**config.mk**
```make
export PLATFORM = sky130hd
export DESIGN_NAME = mac_operand_seq
export DESIGN_NICKNAME = d
export VERILOG_FILES = /design/src/rtl/mac_operand_seq.sv
export SDC_FILE = /design/constraint.sdc
export NUM_CORES = 1
export LEC_CHECK = 0
export ABC_CLOCK_PERIOD_IN_PS = 3900
export BUFFER_PORTS_ARGS = -buffer_cell sky130_fd_sc_hd__buf_4
export CAP_MARGIN = 20
export CORE_ASPECT_RATIO = 0.8
export CORE_MARGIN = 3
export CORE_UTILIZATION = 60
export DETAILED_ROUTE_END_ITERATION = 16
export PLACE_DENSITY = 0.77
export SYNTH_ARGS = -nofsm -noshare
export SYNTH_HDL_FRONTEND = slang
export SYNTH_SLANG_ARGS = --single-unit
```
**constraint.sdc**
```tcl
create_clock -name clk -period 3.9 [get_ports clk]
set_input_delay 0.585 -clock clk [delete_from_list [all_inputs] [get_ports clk]]
set_output_delay 0.585 -clock clk [all_outputs]
set_load 0.05 [all_outputs]
```
**src/rtl/mac_operand_seq.sv**
```systemverilog
// mac_operand_seq: holds two DIM x DIM signed matrices A and B and, on a
// start request, streams the operand pairs of C = A*B to a downstream MAC,
// one term per cycle, with accumulator-clear and result-valid markers.
module mac_operand_seq #(
  parameter int DIM   = 4,
  parameter int WIDTH = 8
) (
  input  logic                          clk,
  input  logic                          aclr,
  input  logic                          load_en,
  input  logic                          load_sel,
  input  logic [$clog2(DIM*DIM)-1:0]    load_addr,
  input  logic signed [WIDTH-1:0]       load_data,
  input  logic                          start,
  output logic                          busy,
  output logic signed [WIDTH-1:0]       mplier,
  output logic signed [WIDTH-1:0]       mcand,
  output logic                          mac_clr,
  output logic                          res_valid,
  output logic [$clog2(DIM)-1:0]        res_row,
  output logic [$clog2(DIM)-1:0]        res_col,
  output logic                          done
);

  localparam int IW = $clog2(DIM);
  localparam int AW = $clog2(DIM*DIM);
  localparam logic [IW-1:0] LAST = IW'(DIM-1);
  localparam logic [IW-1:0] ONE  = IW'(1);

  typedef enum logic [1:0] {
    IDLE  = 2'd0,
    RUN   = 2'd1,
    DRAIN = 2'd2
  } state_t;

  state_t state;

  // Loop indices of the term currently on the outputs: i row, j column, k inner.
  logic [IW-1:0] i_idx, j_idx, k_idx;
  logic [IW-1:0] nxt_i, nxt_j, nxt_k;

  logic signed [WIDTH-1:0] a_mem [DIM*DIM];
  logic signed [WIDTH-1:0] b_mem [DIM*DIM];

  logic [AW-1:0]           a_rd, b_rd;
  logic signed [WIDTH-1:0] a_val, b_val;
  logic                    last_term;
  logic                    write_ok;

  // Writes are only honoured in IDLE so a running stream never sees its data move.
  assign write_ok  = aclr && (state == IDLE) && load_en;
  assign last_term = (i_idx == LAST) && (j_idx == LAST) && (k_idx == LAST);

  // Index of the term to present next: restarts at zero from IDLE, otherwise
  // advances k fastest, carrying into j and then i.
  always_comb begin
    nxt_i = i_idx;
    nxt_j = j_idx;
    nxt_k = k_idx;
    if (state == IDLE) begin
      nxt_i = '0;
      nxt_j = '0;
      nxt_k = '0;
    end else if (k_idx == LAST) begin
      nxt_k = '0;
      if (j_idx == LAST) begin
        nxt_j = '0;
        nxt_i = i_idx + ONE;
      end else begin
        nxt_j = j_idx + ONE;
      end
    end else begin
      nxt_k = k_idx + ONE;
    end
  end

  // Operand fetch for the next term; a write landing in the same cycle as
  // start is forwarded so the first term already carries the new value.
  always_comb begin
    a_rd  = {nxt_i, nxt_k};
    b_rd  = {nxt_k, nxt_j};
    a_val = a_mem[a_rd];
    b_val = b_mem[b_rd];
    if (write_ok && !load_sel && (load_addr == a_rd)) begin
      a_val = load_data;
    end
    if (write_ok && load_sel && (load_addr == b_rd)) begin
      b_val = load_data;
    end
  end

  // Matrix storage; contents deliberately survive reset untouched.
  always_ff @(posedge clk) begin
    if (write_ok) begin
      if (load_sel) begin
        b_mem[load_addr] <= load_data;
      end else begin
        a_mem[load_addr] <= load_data;
      end
    end
  end

  // Sequencer: IDLE waits for start, RUN emits one term per cycle, DRAIN
  // carries the final result marker and the done pulse.
  always_ff @(posedge clk) begin
    if (!aclr) begin
      state     <= IDLE;
      i_idx     <= '0;
      j_idx     <= '0;
      k_idx     <= '0;
      busy      <= 1'b0;
      mplier    <= '0;
      mcand     <= '0;
      mac_clr   <= 1'b1;
      res_valid <= 1'b0;
      res_row   <= '0;
      res_col   <= '0;
      done      <= 1'b0;
    end else begin
      case (state)
        IDLE: begin
          res_valid <= 1'b0;
          done      <= 1'b0;
          mac_clr   <= 1'b1;
          i_idx     <= '0;
          j_idx     <= '0;
          k_idx     <= '0;
          if (start) begin
            state  <= RUN;
            busy   <= 1'b1;
            mplier <= a_val;
            mcand  <= b_val;
          end else begin
            busy   <= 1'b0;
            mplier <= '0;
            mcand  <= '0;
          end
        end

        RUN: begin
          res_valid <= (k_idx == LAST);
          if (k_idx == LAST) begin
            res_row <= i_idx;
            res_col <= j_idx;
          end
          if (last_term) begin
            state   <= DRAIN;
            done    <= 1'b1;
            mplier  <= '0;
            mcand   <= '0;
            mac_clr <= 1'b1;
            i_idx   <= '0;
            j_idx   <= '0;
            k_idx   <= '0;
          end else begin
            i_idx   <= nxt_i;
            j_idx   <= nxt_j;
            k_idx   <= nxt_k;
            mplier  <= a_val;
            mcand   <= b_val;
            mac_clr <= (nxt_k == '0);
          end
        end

        DRAIN: begin
          state     <= IDLE;
          busy      <= 1'b0;
          res_valid <= 1'b0;
          done      <= 1'b0;
          mplier    <= '0;
          mcand     <= '0;
          mac_clr   <= 1'b1;
        end

        default: begin
          state     <= IDLE;
          busy      <= 1'b0;
          res_valid <= 1'b0;
          done      <= 1'b0;
          mplier    <= '0;
          mcand     <= '0;
          mac_clr   <= 1'b1;
        end
      endcase
    end
  end

endmodule

```
After elaboration in Yosys (flattened, before gate mapping)

Memories as Yosys holds them, arrays and structs flattened.
Cells that the tools add are included.
W data, S select, Z words.

$add $sub $neg: 3
Eq/ne operators: 8
Muxes and demuxes: 33
Bitwise operators: 2
Reductions and logical operators: 16

Operators by type and width:

| cell                  | count |
|---|---|
| $mux W8               | 6 |
| $pmux W8 S2           | 2 |
| $mux W2               | 13 |
| $pmux W2 S2           | 4 |
| $eq A4 B4 Y1          | 2 |
| $logic_and A1 B1 Y1   | 8 |
| $mux W1               | 7 |
| $add A2 B1 Y2 const B | 3 |
| $eq A2 B2 Y1 const B  | 3 |
| $reduce_and A2 Y1     | 3 |
| $logic_not A2 Y1      | 2 |
| $ne A2 B2 Y1 const B  | 2 |
| $reduce_or A3 Y1      | 1 |
| $eq A2 B1 Y1 const B  | 1 |
| $not A1 Y1            | 2 |
| $pmux W1 S2           | 1 |
| $reduce_bool A2 Y1    | 1 |
| $logic_not A1 Y1      | 1 |

Register bits: 32
Bits in writable memories: 256
Input port bits: 17
Output and inout port bits: 24
Word-level logic and storage cells: 76
Memories: 2

Memories:

| memory | words | bits a word | rd ports | clocked after memory_dff | wr ports | line | RTL |
|---|---|---|---|---|---|---|---|
| a_mem  | 16    | 8           | 1        | 0                        | 1        | 42   | `logic signed [WIDTH-1:0] a_mem [DIM*DIM];` |
| b_mem  | 16    | 8           | 1        | 0                        | 1        | 43   | `logic signed [WIDTH-1:0] b_mem [DIM*DIM];` |

Depth between registers and ports, before layout

Gate-level depths: netlist of the first run.

Word-level depth: 9
Mapped depth: 9
Depth with buffers taken out: 6

Least setup slack after synthesis of the first run

OpenSTA, ideal clock, no wires.

Kind: flip-flop to flip-flop
Start: register state[0]
End: memory b_mem[1][0] (enable)
Setup time: 383 ps
Data arrival time: 2,076 ps
Data required time: 3,517 ps
Setup slack: 1,440 ps
Stages on the path, launching flop included: 7
Path buffers: 3
Clock period less this slack: 2,460 ps
Path through: dfxtp_1 > buf_6 > or2_4 > buf_6 > buf_6 > or4_1 > nor3_1

Cells in the longest elaborated chain, start to end: 5

RTL lines:

| element                           | line | RTL |
|---|---|---|
| from (decl)                       | 36   | `state_t state;` |
| from (signal assigned)            | 107  | `state <= IDLE;` |
| from (signal assigned)            | 129  | `state <= RUN;` |
| from (signal assigned)            | 147  | `state <= DRAIN;` |
| $logic_not A2 Y1                  | 51   | `assign write_ok = aclr && (state == IDLE) && load_en;` |
| $logic_and A1 B1 Y1 (2 in series) | 51   |  |
| $mux W1                           | 94   | `if (write_ok) begin` |
| $mux W1 (implied by the code)     | 96   | `b_mem[load_addr] <= load_data;` |
| to (decl)                         | 43   |  |

No other way between the ends.

Final worst setup path of the first run

Start: register k_idx[0]
End: register mplier[1]

Cells in the longest elaborated chain, start to end: 8
Elaborated cells on any way between the ends: 14
Classes of those cells: add/sub: 1; eq/ne: 2; mux: 8; reduce/logical: 2; memory: 1

RTL lines:

| element                                                                | line | RTL |
|---|---|---|
| from (decl)                                                            | 39   | `logic [IW-1:0] i_idx, j_idx, k_idx;` |
| from (signal assigned)                                                 | 158  | `k_idx <= nxt_k;` |
| parallel branches: the longest is 7 deep, another holds $mem_v2 Z16 W8 | --   |  |
| $pmux W8 S2 *                                                          | 120  | `case (state)` |
| to (signal assigned)                                                   | 131  | `mplier <= a_val;` |
| to (signal assigned)                                                   | 159  | `mplier <= a_val;` |
| to (decl)                                                              | 16   | `output logic signed [WIDTH-1:0] mplier,` |

Mark *: on every way between the ends.
A chain may end at the register's enable or synchronous reset.

==> reports/qor.txt, run 1 <==
Status: complete, no violations
Drt total wl: 28650 um
Via/cell ratio: 6.717
Post-DP HPWL: 17760 um
Leak pwr: 4.420 nW
Fin crit period: 3391 ps
Critical path required time: 4350 ps
Max-cap violations: 0
Final setup vio count: 0
Synth Register Bits: 288
CP arrival: 3840 ps
DP Worst Slack: 693.7 ps
Sequential fraction of the synthesis area: 70.08%
Setup tns final: 0 ps
Clock latency on the worst-skew pair: 530 ps
Htree depth: 1
Die Wd: 163.3 um
Global-route track usage on met2: 37.34%
Crit start category: register
Cts hold-fix bufs: 0
All-Layer GR Usage: 26.68%
Prevailing post-synth register cell: edfxtp_1
Die Y-Extent: 131.9 um
Vias in the first global route: 7210
Clock buffer depth: 3
Met1 Use GR: 42.51%
Rel. slew slack: 33.77%
Critical hold path startpoint: aclr
Share of Yosys cell area claimed by the top area cell type: 64.69%
Fillers: 1248
Fmax: 294.9 MHz
Post-synth top cells: 256 x edfxtp_1, 43 x nor2_1, 36 x nand3_1, 34 x inv_1, 34 x o21ai_0
FP Rows: 45
Net Count, Synth: 838
Worst hold stages: 2
DR pass1 iterations: 5
Count leader, synth: edfxtp_1
Clock Sinks: 288
Via count: 7537
Drt drc: 0
Critical Path Fanout Max: 26
Synth Area per Inst: 14.56 um2
Hold Fails Final Rpt: 0
Setup CP Type: reg -> reg
Worst-path clk slew: 60 ps
Top post-synthesis cells by area: edfxtp_1 65%, dfxtp_1 5.4%, o2111ai_1 2.1%, mux2i_1 2.0%, nand3_1 1.5%
Actual slew at the worst max-slew pin: 989.8 ps
Seq. cell area: 0.008328 mm2
Max Slew Vio Count: 0
FF-to-FF Start: k_idx[0]$_SDFFE_PN0P_
Postcts setup bufs: 0
Core area: 0.01920 mm2
IO buf count: 40
GR met3 Demand/Resource: 6.313%
Starting Density: 61.90%
Clock tree from TritonCTS: yes
Gr busiest metal: met1
Worst hold path endpoint: res_row[0]$_SDFFE_PN0P_
Worst Skew: 14.40 ps
R2R cell count: 6
Gr ovfl total: 0
Remaining antenna violation count: 0
RSZ-0062 raised after global routing: false
Crit end category: register
Final setup margin: 508.8 ps
TritonCTS Buffers: 27
Drt initial violations: 1173
Hold Path Class: in -> reg
Layout Nets: 866
Worst VDD drop: 0.0002970 V
Pin count of the biggest net entering global routing: 49
First-pass GRT wire length: 43550 um
IO Pins: 41
Clock root buffer: clkbuf_16
Avg WL per Cell: 25.54 um
FFs w/ async S/R, synth: 0%
Yosys warnings: 0
Area of the multi-input gates: 0.003138 mm2
Reg2reg end: mplier[1]$_SDFF_PN0_
Post-CTS Resized: 0
Syn Inst Count: 816
Tcrit/Tclk final: 86.95%
Cell Pwr Density: 479.5 mW/mm2
Synth area leader: edfxtp_1
EDFF count, synth: 256
Fraction of layout instances using a drive strength above 1: 15.28%
Synth-to-Final Area Change: 10.78%
Flop2flop setup slack: 510 ps
RePlAce Congestion: 0.8933
Unique masters post-synth: 63
Die area: 0.02154 mm2
Initial antenna violation count: 0
Syn Std Cell Area: 0.01188 mm2
# diodes: 0
==> worst max path at each step <==
| stage | start | to | slack, ps | cells after the start |
|---|---|---|---|---|
| final | k_idx[0]$_SDFFE_PN0P_ | mplier[1]$_SDFF_PN0_ | 510 | 6 |
| after global routing | k_idx[0]$_SDFFE_PN0P_ | mplier[1]$_SDFF_PN0_ | 340 | 6 |
| after CTS | k_idx[0]$_SDFFE_PN0P_ | mplier[1]$_SDFF_PN0_ | 630 | 6 |
| after detailed placement | k_idx[0]$_SDFFE_PN0P_ | mplier[5]$_SDFF_PN0_ | 690 | 6 |
| after global placement | k_idx[0]$_SDFFE_PN0P_ | mplier[2]$_SDFF_PN0_ | 740 | 6 |
| after floorplan | state[0]$_SDFFE_PN0P_ | b_mem[1][0]$_DFFE_PP_ | 1440 | 6 |
==> metrics by stage <==
step	utilization (%)	cells	area [um2]	hold slack [ps]	power, mW
floorplan	-	816	11880	459.4	3.739
global placement	64.28	1072	12340	438.8	3.895
detailed placement	64.28	1072	12340	445.6	3.903
CTS	68.54	1121	13160	341.0	6.314
global route	68.57	1122	13170	374.3	6.475
finish	68.57	1122	13170	347.5	6.312
==> sequential cells by signal, indices dropped and copies added (netlist names) <==
| register | flops |
|---|---|
| state | 2 |
| res_valid | 1 |
| mac_clr | 1 |
| res_col | 2 |
| busy | 1 |
| i_idx | 2 |
| mplier | 8 |
| k_idx | 2 |
| done | 1 |
| j_idx | 2 |
| a_mem | 128 |
| b_mem | 128 |
| mcand | 8 |
| res_row | 2 |
==> kinds of logic after synthesis <==
kind of cell | count (synthesis) | synth area share (%)
xor+xnor | 1 | 0.07371
flops | 288 | 70.08
fa+ha+maj | 5 | 0.5264
mux | 42 | 4.296
simple gates | 198 | 9.107
compound gates | 191 | 12.38
buf+inv | 91 | 3.537
==> report_power, final <==
part	switching (mW)	leakage (nW)	total, mW	internal [mW]
clock	1.07	0.396	2.46	1.40
sequential	0.0198	2.56	3.40	3.38
combinational	0.320	1.46	0.447	0.127
==> worst max-delay path: stages (launching register included) <==
cell and delay [ps]:
dfxtp_1 910, ha_2 470, and3_1 250, o21a_1 500, xnor2_1 150, a31oi_1 730
a32o_1 300
==> cell type report <==
cell class                      instances  area share [%]
Clock inverter                         16          0.9124
Sequential cell                       288           63.26
Inverter                               34          0.9694
Timing Repair Buffer                   56           3.269
Tap cell                              258           2.452
Multi-Input combinational cell        437           23.84
Clock buffer                           33           5.303
==> placed cells by master (no fill, tap or decap), drive strengths merged, types with 4 or more instances in the layout <==
cell type	instances
nand2b	5
a21oi	17
nor3	10
clkinv	13
a32oi	9
inv	34
edfxtp	256
ha	5
nand2	32
o21a	11
a22o	4
o22ai	4
buf	55
dfxtp	32
a41oi	7
nand3	36
and2	6
and3	25
nor2b	8
mux2i	24
o221ai	15
or4	4
nand3b	10
o21ai	38
clkbuf	34
a32o	8
mux2	12
or3b	9
nor2	44
a211oi	23
o2111ai	28
mux4	6
o211ai	6
o41ai	8
==> routing by layer <==
layer	vias up	part of all wire [%]
met5	-	0
met4	0	2.5
met3	62	12
met2	525	44
met1	3673	42
li1	3277	-
(Power assumes the default switching activity.)
==> run 2: changes to the inputs <==
--- a/config.mk
+++ b/config.mk
@@ -12,6 +12,7 @@
 export CORE_MARGIN = 3
 export CORE_UTILIZATION = 60
 export DETAILED_ROUTE_END_ITERATION = 16
+export MAX_ROUTING_LAYER = met4
 export PLACE_DENSITY = 0.77
 export SYNTH_ARGS = -nofsm -noshare
 export SYNTH_HDL_FRONTEND = slang
==> run 2 against run 1 <==
Compared with the run above: non-clock buffer count shrank 1; worst setup slack got worse by 9.6 ps; die area stayed put; first-iteration DRC count grew 9.0%; clock power is 7% higher; cell count shrank 0.18%; sequential share of layout area shrank 0.19 points; count of clock-buffer cells in the layout increased by 1; maximum frequency down 0.28%; critical path type unchanged; largest cell class unchanged; largest power group unchanged; highest routed layer unchanged.
==> reports/qor.txt, run 2 (synthesis gave the netlist of run 1 again) <==
Die area: 0.02154 mm2 (unchanged)
DR pass1 iterations: 6 (+1)
Hold slack: 353.5 ps (+5.996 ps)
Commonest non-fill, non-tap cell in the layout: edfxtp_1
TritonCTS Buffers: 27 (unchanged)
Setup CP Type: reg -> reg
Htree depth: 1 (unchanged)
Slowest stage cell, crit path: dfxtp_1
Setup tns final: 0 ps (unchanged)
Status: complete, no violations
Seq. cell area: 0.008328 mm2 (unchanged)
Tcrit/Tclk final: 87.20% (+0.24 points)
Max-cap violations: 0 (unchanged)
Highest-count cells in the layout ignoring fill and taps: 256 x edfxtp_1, 55 x buf_4, 43 x nor2_1
Postcts setup bufs: 0 (unchanged)
Cts hold-fix bufs: 0 (unchanged)
RePlAce Congestion: 0.8796 (-1.5%)
First-pass GRT wire length: 44060 um (+1.2%)
Final setup vio count: 0 (unchanged)
Actual slew at the worst max-slew pin: 1049 ps (+58.73 ps)
Clock buffer depth: 3 (unchanged)
CP arrival: 3860 ps (+20 ps)
Clock Sinks: 288 (unchanged)
Drt initial violations: 1278 (+9.0%)
Critical Path Fanout Max: 26 (unchanged)
Initial antenna violation count: 0 (unchanged)
Fraction of layout instances using a drive strength above 1: 15.66% (+0.38 points)
Post-DP HPWL: 17860 um (+0.58%)
All-Layer GR Usage: 27.74% (+1.1 points)
IO buf count: 40 (unchanged)
Drt drc: 0 (unchanged)
Crit start category: register
Family with the most delay on the worst path: compound AO/OA/AOI/OAI gates
Core area: 0.01920 mm2 (unchanged)
Max Slew Vio Count: 0 (unchanged)
Worst path bufs/invs: 0 (unchanged)
Hold Fails Final Rpt: 0 (unchanged)
Fin crit period: 3401 ps (+9.555 ps)
Worst-path clk slew: 60 ps (about the same)
Remaining antenna violation count: 0 (unchanged)
Die Y-Extent: 131.9 um (unchanged)
Top Registers: a_mem (128), b_mem (128)
Drt total wl: 28770 um (+0.40%)
Pin count of the biggest net entering global routing: 49 (unchanged)
Crit path cell chain: ha_2 -> and3_1 -> o21a_1 -> xnor2_1 -> a31oi_1 -> a32o_1
Vias in the first global route: 7238 (+0.39%)
Critical path required time: 4360 ps (about the same)
IO Pins: 41 (unchanged)
Clock tree from TritonCTS: yes
Fmax: 294.1 MHz (-0.28%)
Layout Nets: 865 (-0.12%)
FP Rows: 45 (unchanged)
RSZ-0062 raised after global routing: false
Worst Skew: 11.52 ps (-2.878 ps)
# diodes: 0 (unchanged)
Die Wd: 163.3 um (unchanged)
Crit end category: register
Final Power: 6.469 mW (+2.5%)
Gr ovfl total: 0 (unchanged)
Avg WL per Cell: 25.68 um (+0.58%)
Via/cell ratio: 6.733 (+0.23%)
Largest stage delay on the critical path: 900 ps (about the same)
Worst VDD drop: 0.0003347 V (+13%)
Clock root buffer: clkbuf_16
Starting Density: 61.90% (unchanged)
Cell Pwr Density: 489.9 mW/mm2 (+2.2%)
Clock latency on the worst-skew pair: 530 ps (about the same)
Leak pwr: 4.444 nW (+0.55%)
Area of the multi-input gates: 0.003138 mm2 (unchanged)
Via count: 7541 (+0.053%)
Post-CTS Resized: 0 (unchanged)
Rel. slew slack: 29.63% (-4.1 points)
Synth-to-Final Area Change: 11.12%
Hold Path Class: in -> reg
Fillers: 1297 (+3.9%)
==> run 2: changes by cell type in the layout (fill, tap and decap cells not counted), sizes merged <==
cell / previous run / this run
bufinv: 2 / 4
clkinvlp: 1 / 0
clkinv: 13 / 10
==> run 2: worst register-to-register path: cells and delay by family, from the launching register on <==
kind	cells	cell delay, ps
compound gates	3	1550
flops	1	900
fa+ha+maj	1	460
simple gates	1	260
xor+xnor	1	160
==> run 2: routing by layer <==
layer | wire length (um) | part of all wire, % | global-route usage [%] | vias up
met1 | 11440 | 40 | 42.07 | 3645
met5 | 0 | 0 | - | -
met3 | 3925 | 14 | 6.753 | 81
met4 | 769 | 2.7 | 6.529 | 0
li1 | - | - | - | 3271
met2 | 12630 | 44 | 38.41 | 544
==> run 2: report_power, final <==
part | total (mW) | internal [mW] | leakage [nW] | switching, mW
Sequential | 3.40 | 3.38 | 2.56 | 0.0174
Clock | 2.62 | 1.55 | 0.431 | 1.07
Combinational | 0.448 | 0.126 | 1.45 | 0.322
==> run 2: worst paths after layout <==
| path | startpoint | to | slack (ps) | depth (start not counted) |
|---|---|---|---|---|
| max reg2reg | k_idx[0]$_SDFFE_PN0P_ | mplier[3]$_SDFF_PN0_ | 500 | 6 |
| min | aclr | res_row[0]$_SDFFE_PN0P_ | 350 | 2 |
| max | k_idx[0]$_SDFFE_PN0P_ | mplier[3]$_SDFF_PN0_ | 500 | 6 |
| min reg2reg | done$_SDFFE_PN0P_ | done$_SDFFE_PN0P_ | 470 | 2 |
==> run 2: layout make-up <==
| class | count | share of cell area, % |
|---|---|---|
| repair buffers | 55 | 3.127 |
| clock buffers | 34 | 5.391 |
| well taps | 258 | 2.445 |
| clock inverters | 14 | 1.241 |
| multi-input cells | 437 | 23.76 |
| inverters | 34 | 0.9665 |
| flip-flops and latches | 288 | 63.07 |
==> run 2: through the flow <==
stage / setup slack [ps] / instance area (um2) / cells / utilization, %
after floorplan: 1440 / 11880 / 816 / -
after global routing: 371.9 / 13210 / 1120 / 68.78
after detailed placement: 616.0 / 12330 / 1072 / 64.22
final: 499.2 / 13210 / 1120 / 68.78
after CTS: 597.4 / 13210 / 1120 / 68.78
after global placement: 666.8 / 12320 / 1071 / 64.18
